**config.mk**
```make
export PLATFORM = sky130hd
export DESIGN_NAME = gpio_port_ctrl_flat
export DESIGN_NICKNAME = d
export VERILOG_FILES = /design/src/rtl/gpio_port_ctrl_pkg.sv /design/src/rtl/gpio_port_ctrl_if.sv /design/src/rtl/gpio_port_ctrl_sync_edge.sv /design/src/rtl/gpio_port_ctrl.sv /design/src/flat_wrapper.sv
export SDC_FILE = /design/constraint.sdc
export NUM_CORES = 1
export LEC_CHECK = 0
export CAP_MARGIN = 5
export CORE_AREA = 3 3 88 90
export DETAILED_ROUTE_END_ITERATION = 12
export DIE_AREA = 0 0 91 93
export GPL_TIMING_DRIVEN = 0
export PLACE_DENSITY_LB_ADDON = 0.25
export SETUP_SLACK_MARGIN = 0.02
export SLEW_MARGIN = 15
export SYNTH_ARGS = -nofsm -noshare
export SYNTH_HDL_FRONTEND = slang
export SYNTH_SLANG_ARGS = --single-unit
```
**constraint.sdc**
```tcl
create_clock -name clk -period 1.6 [get_ports clk]
set_input_delay 0.24 -clock clk [delete_from_list [all_inputs] [get_ports clk]]
set_output_delay 0.24 -clock clk [all_outputs]
set_load 0.005 [all_outputs]
```
**src/rtl/gpio_port_ctrl_pkg.sv**
```systemverilog
// +--------------------------------------------------------------------------+
// | gpio_port_ctrl_pkg                                                       |
// | Register offsets, polarity encodings and address helper for the GPIO     |
// | port controller.                                                         |
// | Rev 1.0  initial release                                                 |
// +--------------------------------------------------------------------------+
`default_nettype none

package gpio_port_ctrl_pkg;

    localparam logic [7:0] GPIO_DATA_IN    = 8'h00;
    localparam logic [7:0] GPIO_DATA_OUT   = 8'h04;
    localparam logic [7:0] GPIO_DIR        = 8'h08;
    localparam logic [7:0] GPIO_IRQ_EN     = 8'h0C;
    localparam logic [7:0] GPIO_IRQ_POL    = 8'h10;
    localparam logic [7:0] GPIO_IRQ_STATUS = 8'h14;

    localparam logic POL_RISING  = 1'b0;
    localparam logic POL_FALLING = 1'b1;

    // Byte lanes within a word all alias to the same register.
    function automatic logic [7:0] reg_offset(input logic [7:0] addr);
        return {addr[7:2], 2'b00};
    endfunction

endpackage

`default_nettype wire

```
**src/rtl/gpio_port_ctrl_if.sv**
```systemverilog
// +--------------------------------------------------------------------------+
// | gpio_port_ctrl_if                                                        |
// | Core data-bus interface for the GPIO port controller.                    |
// | Rev 1.0  initial release                                                 |
// +--------------------------------------------------------------------------+
`default_nettype none

interface gpio_port_ctrl_if #(
    parameter int ADDR_WIDTH = 5,
    parameter int DATA_WIDTH = 32
) ();

    logic [ADDR_WIDTH-1:0] bus_addr;
    logic [DATA_WIDTH-1:0] bus_wdata;
    logic                  bus_we;
    logic                  bus_re;
    logic [DATA_WIDTH-1:0] bus_rdata;
    logic                  bus_rvalid;

    modport master (
        output bus_addr,
        output bus_wdata,
        output bus_we,
        output bus_re,
        input  bus_rdata,
        input  bus_rvalid
    );

    modport slave (
        input  bus_addr,
        input  bus_wdata,
        input  bus_we,
        input  bus_re,
        output bus_rdata,
        output bus_rvalid
    );

endinterface

`default_nettype wire

```
**src/rtl/gpio_port_ctrl_sync_edge.sv**
```systemverilog
// +--------------------------------------------------------------------------+
// | gpio_sync_edge                                                           |
// | Multi-stage input synchroniser with delayed copy and per-pin             |
// | polarity-selected edge pulse.                                            |
// | Rev 1.0  initial release                                                 |
// +--------------------------------------------------------------------------+
`default_nettype none

module gpio_sync_edge
    import gpio_port_ctrl_pkg::*;
#(
    parameter int WIDTH       = 8,
    parameter int SYNC_STAGES = 2
) (
    input  logic             clk,
    input  logic             reset,
    input  logic [WIDTH-1:0] pin_i,
    input  logic [WIDTH-1:0] pol_i,
    output logic [WIDTH-1:0] data_in_o,
    output logic [WIDTH-1:0] edge_o
);

    // Stage 0 is the flop nearest the pins; the last stage is DATA_IN.
    logic [SYNC_STAGES-1:0][WIDTH-1:0] sync_q;
    logic [WIDTH-1:0]                  prev_q;
    logic [WIDTH-1:0]                  w_rise;
    logic [WIDTH-1:0]                  w_fall;

    always_ff @(posedge clk or negedge reset) begin
        if (!reset) begin
            sync_q <= '0;
            prev_q <= '0;
        end else begin
            sync_q <= {sync_q[SYNC_STAGES-2:0], pin_i};
            prev_q <= sync_q[SYNC_STAGES-1];
        end
    end

    assign data_in_o = sync_q[SYNC_STAGES-1];
    assign w_rise    = data_in_o & ~prev_q;
    assign w_fall    = ~data_in_o & prev_q;

    always_comb begin
        edge_o = '0;
        for (int i = 0; i < WIDTH; i++) begin
            edge_o[i] = (pol_i[i] == POL_FALLING) ? w_fall[i] : w_rise[i];
        end
    end

endmodule

`default_nettype wire

```
**src/rtl/gpio_port_ctrl.sv**
```systemverilog
// +--------------------------------------------------------------------------+
// | gpio_port_ctrl                                                           |
// | Memory-mapped GPIO controller: direction/output registers, synchronised  |
// | inputs, edge-triggered sticky interrupt status and a level irq line.     |
// | Rev 1.0  initial release                                                 |
// +--------------------------------------------------------------------------+
`default_nettype none

module gpio_port_ctrl
    import gpio_port_ctrl_pkg::*;
#(
    parameter int GPIO_WIDTH  = 8,
    parameter int DATA_WIDTH  = 32,
    parameter int ADDR_WIDTH  = 5,
    parameter int SYNC_STAGES = 2
) (
    input  logic                  clk,
    input  logic                  reset,
    gpio_port_ctrl_if.slave       bus,
    input  logic [GPIO_WIDTH-1:0] gpio_port_in,
    output logic [GPIO_WIDTH-1:0] gpio_port_out,
    output logic [GPIO_WIDTH-1:0] gpio_port_oe,
    output logic                  irq
);

    logic [GPIO_WIDTH-1:0] w_data_in;
    logic [GPIO_WIDTH-1:0] w_edge;
    logic [GPIO_WIDTH-1:0] w_wdata;
    logic [7:0]            w_off;
    logic                  w_wr_out;
    logic                  w_wr_dir;
    logic                  w_wr_en;
    logic                  w_wr_pol;
    logic                  w_wr_st;
    logic                  w_unused_wdata;

    logic [GPIO_WIDTH-1:0] data_out_q;
    logic [GPIO_WIDTH-1:0] dir_q;
    logic [GPIO_WIDTH-1:0] irq_en_q;
    logic [GPIO_WIDTH-1:0] irq_en_d;
    logic [GPIO_WIDTH-1:0] irq_pol_q;
    logic [GPIO_WIDTH-1:0] irq_status_q;
    logic [GPIO_WIDTH-1:0] irq_status_d;
    logic [DATA_WIDTH-1:0] rdata_q;
    logic [DATA_WIDTH-1:0] rdata_d;
    logic                  rvalid_q;
    logic                  irq_q;

    gpio_sync_edge #(
        .WIDTH       (GPIO_WIDTH),
        .SYNC_STAGES (SYNC_STAGES)
    ) u_sync_edge (
        .clk       (clk),
        .reset     (reset),
        .pin_i     (gpio_port_in),
        .pol_i     (irq_pol_q),
        .data_in_o (w_data_in),
        .edge_o    (w_edge)
    );

    assign w_off          = reg_offset(8'(bus.bus_addr));
    assign w_wdata        = bus.bus_wdata[GPIO_WIDTH-1:0];
    assign w_unused_wdata = ^bus.bus_wdata;

    assign w_wr_out = bus.bus_we && (w_off == GPIO_DATA_OUT);
    assign w_wr_dir = bus.bus_we && (w_off == GPIO_DIR);
    assign w_wr_en  = bus.bus_we && (w_off == GPIO_IRQ_EN);
    assign w_wr_pol = bus.bus_we && (w_off == GPIO_IRQ_POL);
    assign w_wr_st  = bus.bus_we && (w_off == GPIO_IRQ_STATUS);

    // New edges are OR-ed in after the clear so a coincident edge survives.
    always_comb begin
        irq_en_d     = w_wr_en ? w_wdata : irq_en_q;
        irq_status_d = (irq_status_q & ~(w_wr_st ? w_wdata : '0)) | w_edge;
    end

    always_comb begin
        rdata_d = '0;
        if (bus.bus_re) begin
            case (w_off)
                GPIO_DATA_IN:    rdata_d = DATA_WIDTH'(w_data_in);
                GPIO_DATA_OUT:   rdata_d = DATA_WIDTH'(data_out_q);
                GPIO_DIR:        rdata_d = DATA_WIDTH'(dir_q);
                GPIO_IRQ_EN:     rdata_d = DATA_WIDTH'(irq_en_q);
                GPIO_IRQ_POL:    rdata_d = DATA_WIDTH'(irq_pol_q);
                GPIO_IRQ_STATUS: rdata_d = DATA_WIDTH'(irq_status_q);
                default:         rdata_d = '0;
            endcase
        end
    end

    always_ff @(posedge clk or negedge reset) begin
        if (!reset) begin
            data_out_q   <= '0;
            dir_q        <= '0;
            irq_en_q     <= '0;
            irq_pol_q    <= '0;
            irq_status_q <= '0;
            rdata_q      <= '0;
            rvalid_q     <= 1'b0;
            irq_q        <= 1'b0;
        end else begin
            if (w_wr_out) data_out_q <= w_wdata;
            if (w_wr_dir) dir_q      <= w_wdata;
            if (w_wr_pol) irq_pol_q  <= w_wdata;
            irq_en_q     <= irq_en_d;
            irq_status_q <= irq_status_d;
            rdata_q      <= rdata_d;
            rvalid_q     <= bus.bus_re;
            irq_q        <= |(irq_status_d & irq_en_d);
        end
    end

    assign bus.bus_rdata  = rdata_q;
    assign bus.bus_rvalid = rvalid_q;
    assign gpio_port_out  = data_out_q;
    assign gpio_port_oe   = dir_q;
    assign irq            = irq_q;

endmodule

`default_nettype wire

```
**src/flat_wrapper.sv**
```systemverilog
// flat-port wrapper written by rule: the top's interface ports become plain ports
module gpio_port_ctrl_flat import gpio_port_ctrl_pkg::*;
#(
    parameter int GPIO_WIDTH  = 8,
    parameter int DATA_WIDTH  = 32,
    parameter int ADDR_WIDTH  = 5,
    parameter int SYNC_STAGES = 2
)
  (clk, reset, gpio_port_in, gpio_port_out, gpio_port_oe, irq, bus_bus_addr, bus_bus_wdata, bus_bus_we, bus_bus_re, bus_bus_rdata, bus_bus_rvalid);
  gpio_port_ctrl_if #(.ADDR_WIDTH(ADDR_WIDTH), .DATA_WIDTH(DATA_WIDTH)) bus_i ();
  input  logic clk;
  input  logic reset;
  input  logic [GPIO_WIDTH-1:0] gpio_port_in;
  output logic [GPIO_WIDTH-1:0] gpio_port_out;
  output logic [GPIO_WIDTH-1:0] gpio_port_oe;
  output logic irq;
  input wire logic [$bits(bus_i.bus_addr)-1:0] bus_bus_addr;
  input wire logic [$bits(bus_i.bus_wdata)-1:0] bus_bus_wdata;
  input wire logic [$bits(bus_i.bus_we)-1:0] bus_bus_we;
  input wire logic [$bits(bus_i.bus_re)-1:0] bus_bus_re;
  output wire logic [$bits(bus_i.bus_rdata)-1:0] bus_bus_rdata;
  output wire logic [$bits(bus_i.bus_rvalid)-1:0] bus_bus_rvalid;
  assign bus_i.bus_addr = bus_bus_addr;
  assign bus_i.bus_wdata = bus_bus_wdata;
  assign bus_i.bus_we = bus_bus_we;
  assign bus_i.bus_re = bus_bus_re;
  assign bus_bus_rdata = bus_i.bus_rdata;
  assign bus_bus_rvalid = bus_i.bus_rvalid;
  gpio_port_ctrl #(.GPIO_WIDTH(GPIO_WIDTH), .DATA_WIDTH(DATA_WIDTH), .ADDR_WIDTH(ADDR_WIDTH), .SYNC_STAGES(SYNC_STAGES)) u_core (.clk(clk), .reset(reset), .bus(bus_i), .gpio_port_in(gpio_port_in), .gpio_port_out(gpio_port_out), .gpio_port_oe(gpio_port_oe), .irq(irq));
endmodule
```
==> metrics.md, run 1 <==
| Metric | Value |
|---|---|
| Status | complete, no violations |
| Reg clk slew, reported paths | 0.08 ns |
| Minimum clock period | approximately 1.5 ns |
| Worst setup margin | 0.110 ns |
| Crit path DAT | 1.25 ns |
| DRC errors left | 0 |
| DRT antenna net count | 0 |
| Final Setup Violations | 0 |
| Hold Vio Cnt, Final | 0 |
| Vias | roughly 2100 |
| Fraction of registers with async set/reset | 1.00 |
| IO buf count | 46 |
| Die height | just over 90 um |
| Max_slew headroom | 0.607 |
| Power per cell area | about 1200 nW/um2 |
| CTS Buffer Depth | 2 |
| Hold path startpoint | gpio_port_in[4] |
| CTS H-tree lvls | 3 |
| Sequential element share of the synthesized area | 0.582 |
| Delay of the slowest cell on the worst path | ~0.52 ns |
| Setup CP Type | reg2out |
| CTS root buf | clkbuf_8 |
| WL/cell | between 15 and 20 um |
| First-pass GRT wire length | about 11000 um |
| Synthesized area per cell | between 10 and 15 um2 |
| Fmax | 671 MHz |
| Commonest non-fill, non-tap cell in the layout | dfrtp_1 |
| Total grt overflow | 0 |
| Initial antenna violation count | 0 |
| Vias in the first global route | roughly 2000 |
| P&R area growth vs syn | 30.6% |
| EDFF count, synth | 0 |
| Worst slack at placement | -0.929 ns |
| I/O pin cnt | 99 |
| Tot Pwr | about 4.8 mW |
| Final Cycle Share | 0.931 |
| Setup TNS | 0 ns |
| Hold WS | approximately 0.32 ns |
| Library cells used by synthesis | 35 |
| DPL Wire Length | ~4500 um |
| GRT Total Usage | 0.169 |
| Slowest CP cell | clkdlybuf4s50_1 |
| Ys Warns | 0 |
| CTS tree | done |
| Initial DRC count | 86 |
| Clk sink count | 74 |
| Nets@finish | approximately 380 |
| Endpoint class of the critical path | primary output |
| Max Transition Viols Final | 0 |
| Die area | 8460 um2 |
| Pin count of the biggest net entering global routing | about 40 |
| Die width | between 90 and 100 um |
| Reg2reg path depth | 4 |
| CP Data Required Time | approximately 1.4 ns |
| Leakage power | roughly 1.9 nW |
| Max-cap violations | 0 |
| Post-synthesis cell area | about 3200 um2 |
| Critical Path Fanout Max | 3 |
| Max VDD drop | 0.602 mV |
| Most used DFF post-synth | dfrtp_1 |
| Worst Tran Pin Value | ~0.6 ns |
| First-pass detailed-route iteration total | 4 |
| Critical path depth | 1 |
| Rows | 31 |
| Final Skew | between 0.008 and 0.009 ns |
| Most frequent cells in the layout | dfrtp_1, clkdlybuf4s50_1, mux2_2 |
| Floorplan Core Area | 7140 um2 |
| Worst path top cell family by delay | buffers and inverters |
| Post-Syn Instances | between 200 and 250 |
| RD Place Congestion | between 0.7 and 0.8 |
| Unrepaired setup endpoints after global routing | no |
| Crit start category | flip-flop |
| R2R Path End | u_core.irq |
| # diodes | 0 |
| Via density | about 4.9 |
| R2r setup slk | 0.17 ns |
| Hold crit path type | in2reg |
| Starting Density | 0.446 |
| Reg2Reg Launch Point | u_core.irq_status_q[5] |
| Clock Latency Late Sink | approximately 0.35 ns |
| CP Launch Point | u_core.gpio_port_oe[6] |
| Num CTS Buffers | 9 |
| Filler instances | 605 |
| Buffers & Inverters on Critical Path | 1 |
| Crit path cell chain | clkdlybuf4s50_1 |
| Final WL | 6600 um |
| Worst setup endpoint | gpio_port_oe[6] |
| Seq cells post-synth | 74 |
| Layout cell share with drive strength beyond 1 | 0.269 |
[per-layer routing]
metal | GRT usage | vias to the layer above | part of all wire
met4 | 0.0716 | 0 | 0.015
met5 | 0 | - | 0
met3 | 0.0515 | 8 | 0.064
li1 | - | 973 | -
met1 | 0.224 | 1047 | 0.45
met2 | 0.258 | 75 | 0.47
[synthesized netlist by cell type (3+ instances only)]
cell type	instances	area, um2
buf_2	4	20.0
a221o_1	4	40.0
a21oi_1	3	15.0
o22ai_1	5	31.3
and2_1	5	31.3
inv_1	5	18.8
mux2i_1	11	110
a211oi_1	4	30.0
nand2_1	16	60.1
nor2_1	20	75.1
buf_4	25	188
dfrtp_1	74	1850
a211o_1	4	35.0
mux2_2	31	349
mux4_1	4	105
[what timing repair did]
action,in CTS,in global routing
pin swaps,2,5
gates cloned,0,0
setup endpoints to repair,23,1
gates resized for setup,9,3
hold buffers,1,0
setup buffers,2,2
hold endpoints to repair,34,0
[power by group]
group | total (mW) | leakage (nW) | switching, mW | internal, mW
logic | 0.904 | 0.917 | 0.342 | 0.562
registers | 2.29 | 0.865 | 0.171 | 2.12
clock network | 1.60 | 0.109 | 0.682 | 0.916
[metrics by stage]
| step | utilization | std cells | instance area [um2] |
|---|---|---|---|
| 6_report | 0.582 | 430 | 4160 |
| 2_1_floorplan | - | 263 | 3270 |
| 4_1_cts | 0.582 | 428 | 4150 |
| 3_5_place_dp | 0.542 | 409 | 3870 |
| 5_1_grt | 0.582 | 430 | 4160 |
| 3_3_place_gp | 0.540 | 408 | 3850 |
[cell type report]
cell class / instances / area [um2] / area share
buffer: 32 / 238 / 0.0572
clock buffer: 11 / 141 / 0.0340
clock inverter: 5 / 77.6 / 0.0187
inverter: 5 / 18.8 / 0.00452
multi-input combinational: 152 / 1180 / 0.285
sequential: 74 / 1850 / 0.446
tap: 99 / 124 / 0.0298
timing repair buffer: 52 / 520 / 0.125
[how the worst min path moves through the flow]
stage / end / slack, ns / cells after the start
2_1_floorplan: u_core.bus.bus_rdata[0] / -0.06 / 0
3_3_place_gp: u_core.u_sync_edge.data_in_o[4] / 0.33 / 0
3_5_place_dp: u_core.gpio_port_out[0] / 0.22 / 1
4_1_cts: u_core.u_sync_edge.sync_q[4] / 0.31 / 1
5_1_grt: u_core.u_sync_edge.sync_q[2] / 0.31 / 1
6_report: u_core.u_sync_edge.sync_q[4] / 0.32 / 1
[flip-flops by register name, summed over array words and instances (netlist names)]
name                          cells
u_core.irq_en_q                   8
u_core.u_sync_edge.data_in_o      8
u_core.bus.bus_rvalid             1
u_core.gpio_port_out              8
u_core.gpio_port_oe               8
u_core.u_sync_edge.prev_q         8
u_core.irq                        1
u_core.bus.bus_rdata              8
u_core.irq_pol_q                  8
u_core.irq_status_q               8
u_core.u_sync_edge.sync_q         8
[kinds of logic after synthesis]
logic type	count (synthesis)	share of synthesized area
multiplexers	48	0.188
flip-flops	74	0.582
buffers and inverters	37	0.0794
AO/OA/AOI/OAI	29	0.0692
other	1	0.00118
AND/OR/NAND/NOR	51	0.0802
(Power assumes the default switching activity.)
==> inputs of run 2 (changes only) <==
ABC_CLOCK_PERIOD_IN_PS = 1600   (was unset)
HOLD_SLACK_MARGIN = 0.12   (was unset)
==> results of run 2 <==
Same layout as run 1: the final DEF is identical, and so are final timing and power.
==> inputs of run 3 (changes only) <==
CTS_CLUSTER_SIZE = 10   (was unset)
==> results of run 3 <==
Same layout as run 1: the final DEF is identical, and so are final timing and power.
